## src/rtl/cache_ctrl.sv

```systemverilog
// Tag/LRU sequencer for a 4-way fully associative cache: same-cycle lookup,
// miss line-fill handshake with true-LRU victim choice, flush, and perf counters.
module cache_ctrl #(
  parameter int ADDR_W = 20,
  parameter int OFFS_W = 4,
  parameter int WAYS   = 4,
  parameter int CNT_W  = 16
) (
  input  logic              clk_i,
  input  logic              rst_i,
  input  logic              req_i,
  input  logic [ADDR_W-1:0] addr_i,
  input  logic              flush_i,
  input  logic              mem_data_ready_i,
  output logic              hit_o,
  output logic              miss_o,
  output logic [1:0]        hit_way_o,
  output logic [1:0]        lru_way_o,
  output logic              fill_o,
  output logic              stall_o,
  output logic              mem_req_o,
  output logic [ADDR_W-1:0] mem_addr_o,
  output logic [CNT_W-1:0]  hit_cnt_o,
  output logic [CNT_W-1:0]  miss_cnt_o
);

  localparam int TAG_W = ADDR_W - OFFS_W;

  typedef enum logic {S_IDLE, S_MISS_WAIT} state_t;

  state_t            r_state, w_next_state;
  logic [WAYS-1:0]   r_valid;
  logic [TAG_W-1:0]  r_tag [WAYS];
  logic [1:0]        r_age [WAYS];
  logic [TAG_W-1:0]  r_held_tag;
  logic [1:0]        r_victim;
  logic [CNT_W-1:0]  r_hit_cnt, r_miss_cnt;

  logic [TAG_W-1:0]  w_tag;
  logic              w_match_any;
  logic [1:0]        w_match_way;
  logic              w_found_invalid;
  logic [1:0]        w_victim;
  logic              w_hit, w_miss, w_fill, w_flush;
  logic              w_touch_en;
  logic [1:0]        w_touch_way;

  assign w_tag = addr_i[ADDR_W-1:OFFS_W];

  always_comb begin
    w_match_any     = 1'b0;
    w_match_way     = '0;
    w_found_invalid = 1'b0;
    w_victim        = '0;
    for (int unsigned w = 0; w < WAYS; w++) begin
      if (r_valid[w] && r_tag[w] == w_tag) begin
        w_match_any = 1'b1;
        w_match_way = 2'(w);
      end
      if (r_age[w] == 2'd3)
        w_victim = 2'(w);
    end
    // Any invalid way beats the LRU way; lowest index wins.
    for (int unsigned w = 0; w < WAYS; w++) begin
      if (!r_valid[w] && !w_found_invalid) begin
        w_found_invalid = 1'b1;
        w_victim        = 2'(w);
      end
    end
  end

  always_comb begin
    w_next_state = r_state;
    w_hit        = 1'b0;
    w_miss       = 1'b0;
    w_fill       = 1'b0;
    w_flush      = 1'b0;
    stall_o      = 1'b0;
    mem_req_o    = 1'b0;
    w_touch_en   = 1'b0;
    w_touch_way  = '0;
    case (r_state)
      S_IDLE: begin
        w_flush     = flush_i;
        w_hit       = req_i & ~flush_i & w_match_any;
        w_miss      = req_i & ~flush_i & ~w_match_any;
        w_touch_en  = w_hit;
        w_touch_way = w_match_way;
        if (w_miss)
          w_next_state = S_MISS_WAIT;
      end
      S_MISS_WAIT: begin
        stall_o     = 1'b1;
        mem_req_o   = 1'b1;
        w_fill      = mem_data_ready_i;
        w_touch_en  = mem_data_ready_i;
        w_touch_way = r_victim;
        if (mem_data_ready_i)
          w_next_state = S_IDLE;
      end
      default: w_next_state = S_IDLE;
    endcase
  end

  always_ff @(posedge clk_i) begin
    if (rst_i) begin
      r_state    <= S_IDLE;
      r_valid    <= '0;
      r_held_tag <= '0;
      r_victim   <= '0;
      r_hit_cnt  <= '0;
      r_miss_cnt <= '0;
      for (int unsigned w = 0; w < WAYS; w++) begin
        r_tag[w] <= '0;
        r_age[w] <= 2'(w);
      end
    end else begin
      r_state <= w_next_state;
      if (w_flush)
        r_valid <= '0;
      if (w_miss) begin
        r_held_tag <= w_tag;
        r_victim   <= w_victim;
      end
      if (w_fill) begin
        r_tag[r_victim]   <= r_held_tag;
        r_valid[r_victim] <= 1'b1;
      end
      // Promote to MRU; only ways younger than it age, keeping a permutation.
      if (w_touch_en) begin
        for (int unsigned w = 0; w < WAYS; w++) begin
          if (2'(w) == w_touch_way)
            r_age[w] <= 2'd0;
          else if (r_age[w] < r_age[w_touch_way])
            r_age[w] <= r_age[w] + 2'd1;
        end
      end
      if (w_hit && r_hit_cnt != '1)
        r_hit_cnt <= r_hit_cnt + 1'b1;
      if (w_miss && r_miss_cnt != '1)
        r_miss_cnt <= r_miss_cnt + 1'b1;
    end
  end

  assign hit_o      = w_hit;
  assign miss_o     = w_miss;
  assign hit_way_o  = w_hit ? w_match_way : 2'd0;
  assign lru_way_o  = r_victim;
  assign fill_o     = w_fill;
  assign mem_addr_o = {r_held_tag, {OFFS_W{1'b0}}};
  assign hit_cnt_o  = r_hit_cnt;
  assign miss_cnt_o = r_miss_cnt;

endmodule

```

## config.mk

```make
export PLATFORM = sky130hd
export DESIGN_NAME = cache_ctrl
export DESIGN_NICKNAME = d
export VERILOG_FILES = /design/src/rtl/cache_ctrl.sv
export SDC_FILE = /design/constraint.sdc
export NUM_CORES = 1
export LEC_CHECK = 0
export BUFFER_PORTS_ARGS = -buffer_cell sky130_fd_sc_hd__buf_2
export CORE_AREA = 2 2 96 144
export DETAILED_ROUTE_END_ITERATION = 12
export DIE_AREA = 0 0 98 146
export HOLD_SLACK_MARGIN = 0.02
export PLACE_DENSITY = 0.81
export SKIP_CTS_REPAIR_TIMING = 1
export SYNTH_ARGS = -nofsm -noshare
export SYNTH_HDL_FRONTEND = slang
export SYNTH_SLANG_ARGS = --single-unit
export TNS_END_PERCENT = 5
```

## constraint.sdc

```tcl
create_clock -name clk_i -period 3.45 [get_ports clk_i]
set_clock_uncertainty 0.2 [all_clocks]
set_input_delay 0.69 -clock clk_i [delete_from_list [all_inputs] [get_ports clk_i]]
set_output_delay 0.69 -clock clk_i [all_outputs]
set_load 0.03 [all_outputs]
```

==> out/metrics.yaml <==
synthAdderAreaFrac_pct: 1.48
switchingPower_mw: 0.898
synth_xor_area_share_pct: 12.6
setup_viol: 1
rsz0062_at_grt: "true"
ios: 86
syn_inst: 605
grt_usage_pct: 22.5
dieArea_um2: 14300
synth_warnings: 0
cap_violations: 0
hold_class: "reg -> reg"
gr-total-overflow: 0
synth_top_family_by_area: "simple AND/OR/NAND/NOR gates"
numPortBuffers: 77
slew_violations: 0
grt_max_degree: 40
worstMarginPinSlew_ns: 0.499
cts_tree: "done"
ys_seq_area_share_pct: 50.9
post-route-period-util_pct: 101
hpwl_mm: 11.0
total_power_mw: 3.69
worst_ep_arrival_time_ns: 2.60
placed_cells: 862
leakagePower_nw: 3.21
wirelength_mm: 15.7
rows: 51
r2r_setup_slack_ns: 0.13
globalplace.congestion: 0.894
drt-vias-per-instance: 5.42
clkTransAtPathRegs_ns: 0.06
die_x_um: 98
cts_num_sinks: 127
drive_gt1_share_pct: 27.1
synthMuxAreaShare_pct: 3.38
clock_latency_ns: 0.41
synth_cell_types: 57
synth-simple-area-share_pct: 22.2
whs_path_depth: 2
fin_nets: 755
vias: 4863
slew_headroom_pct: 66.5
wl_met1_mm: 6.00
pwr-share-comb_pct: 9.4
grt_pass1_vias: 5016
pwr-share-clk_pct: 45.2
worstReg2RegStart: "r_tag[1][0]"
drtAntennaViolNets: 0
core_um2: 13000
violations: "setup timing"
top_layer: "met4"
tns_ns: -0.0424
start_util_pct: 49.5
antenna_found_initial: 0
wl_per_cell_um: 17.5
drt_iter0_drc: 248
route.met2.wl_mm: 8.37
crit_required_ns: 2.56
ys_seq_elements: 127
fmaxAchievable_mhz: 286
hold_violations: 0
synth_ff_type: "edfxtp_1"
timing.hold.ws_ns: 0.304
synth.cell_area_um2: 6410
synthArstFlopShare_pct: 0
first_pass_iters: 4
timing.final.crit_period_ns: 3.49
met3_length_um: 753
synth_compound_area_share_pct: 4.57
setup_ws_ns: -0.0424
worstHoldStart: "r_valid[3]"
synth_edf_count: 72
antennaDiodeCount: 0
cts_root_buf: "clkbuf_16"
crit_type: "in -> out"
r2r_end: "r_age[2][0]"
reg2reg_depth: 10
cts_max_level: 4
final_cells: 897
crit_path_end_kind: "output pin"
whs_endpoint: "r_valid[3]"
switching_share_pct: 24.3
p_per_area_nw_per_um2: 470
die_height_um: 146
clockBufferDepth: 2
syn_to_final_growth_pct: 22.4
power_frac_seq_pct: 45.4
run_status: "complete, but fails checks"
cell_internal_pwr_mw: 2.79
fill_cells: 1035
worstPathMaxFanout: 5
avgSynthCellArea_um2: 10.6
grt_pass1_wl_mm: 25.3
vdd_drop_max_v: 0.000462
start_kind: "input port"
drc_errors: 0
cts-buffers-inserted: 17
==> state kept, by name, indices dropped and copies added (netlist names) <==
| register | cells |
|---|---|
| r_age | 8 |
| r_valid | 4 |
| r_held_tag | 16 |
| r_state | 1 |
| r_tag | 64 |
| miss_cnt_o | 16 |
| hit_cnt_o | 16 |
| lru_way_o | 2 |
==> through the flow <==
step                      util, %  instance area, um2  worst slack (ns)
after floorplan                 -                6420            0.0358
after global placement       55.6                7200            -0.261
after detailed placement     55.6                7200            -0.328
after CTS                    59.8                7750            -0.201
after global routing         60.6                7850            -0.135
final                        60.6                7850           -0.0424
==> routing by layer <==
metal | GRT usage [%] | vias to the layer above
met1 | 24.7 | 2354
met2 | 39.7 | 138
met5 | 0 | -
met4 | 12.5 | 0
li1 | - | 2326
met3 | 5.19 | 45
==> power groups by stage <==
stage	Clock, mW	Sequential [mW]	Combinational (mW)
after floorplan	0	1.72	0.205
after global placement	0	1.70	0.326
after detailed placement	0	1.71	0.332
after CTS	1.69	1.67	0.335
after global routing	1.75	1.68	0.371
final	1.67	1.67	0.346
==> worst max path at each step <==
stage                     from     endpoint  slack (ns)  cells past startpoint
floorplan           addr_i[15]       miss_o        0.04                     10
global placement    addr_i[12]  r_age[2][0]       -0.26                     11
detailed placement  addr_i[12]  r_age[2][1]       -0.33                     11
CTS                 addr_i[12]        hit_o       -0.20                     10
global route         addr_i[4]       miss_o       -0.14                     10
finish               addr_i[4]       miss_o       -0.04                     10
==> worst max-delay path, stage by stage <==
cell and delay [ns]:
buf_2 0.14, xor2_1 0.18, nor4_2 0.38, buf_4 0.18, nand4_1 0.15, buf_4 0.19
o22ai_4 0.19, or3_4 0.18, clkinvlp_4 0.14, buf_6 0.17
==> cell families after synthesis <==
group           Yosys count
compound gates           44
xor+xnor                 92
fa+ha+maj                 8
buf+inv                  53
flops                   127
mux                      21
other cells               1
simple gates            259
==> cell usage in the layout, fill, tap and decap left out, drive strengths merged, types with 3 or more instances in the layout <==
master | netlist | final
and4 | 4 | 4
and3 | 3 | 3
buf | 28 | 137
o21ai | 11 | 11
nand3 | 21 | 21
nor3b | 3 | 3
conb | 1 | 4
dfxtp | 55 | 55
nand2 | 28 | 28
o22ai | 4 | 4
nor4b | 3 | 3
o211ai | 4 | 4
xor2 | 72 | 72
and2 | 70 | 70
nand2b | 4 | 4
or3 | 3 | 3
nor2 | 63 | 63
edfxtp | 72 | 72
a21o | 3 | 3
nand4 | 6 | 6
clkbuf | 12 | 25
ha | 5 | 5
mux2i | 19 | 19
nor3 | 22 | 22
or2 | 4 | 4
inv | 13 | 16
nor4 | 21 | 21
a21oi | 9 | 9
xnor2 | 20 | 20
clkinv | 0 | 4
maj3 | 3 | 3
==> synthesized netlist by cell type (4+ instances only) <==
| cell | count | area [um2] |
|---|---|---|
| edfxtp_1 | 72 | 2160 |
| xor2_1 | 72 | 631 |
| and2_1 | 68 | 425 |
| nor2_1 | 63 | 236 |
| dfxtp_1 | 55 | 1100 |
| nand2_1 | 28 | 105 |
| nand3_1 | 21 | 105 |
| nor3_1 | 21 | 105 |
| xnor2_1 | 20 | 175 |
| mux2i_1 | 19 | 190 |
| nor4_1 | 16 | 100 |
| inv_1 | 13 | 48.8 |
| buf_4 | 12 | 90.1 |
| clkbuf_1 | 12 | 45.0 |
| a21oi_1 | 9 | 45.0 |
| o21ai_0 | 9 | 45.0 |
| buf_2 | 8 | 40.0 |
| buf_6 | 8 | 90.1 |
| ha_1 | 5 | 62.6 |
| nand4_1 | 5 | 31.3 |
| nor4_2 | 5 | 62.6 |
| and4_1 | 4 | 35.0 |
| nand2b_1 | 4 | 25.0 |
| o211ai_1 | 4 | 30.0 |
| or2_2 | 4 | 25.0 |
==> final cells by class <==
class | count | area [um2] | area share [%]
timing repair buffer | 138 | 855 | 10.9
clock buffer | 24 | 503 | 6.41
clock inverter | 8 | 51.3 | 0.654
multi-input combinational | 428 | 2930 | 37.3
inverter | 13 | 52.6 | 0.670
sequential | 127 | 3260 | 41.6
tap | 159 | 199 | 2.53
Power figures use the tool's default switching activity.
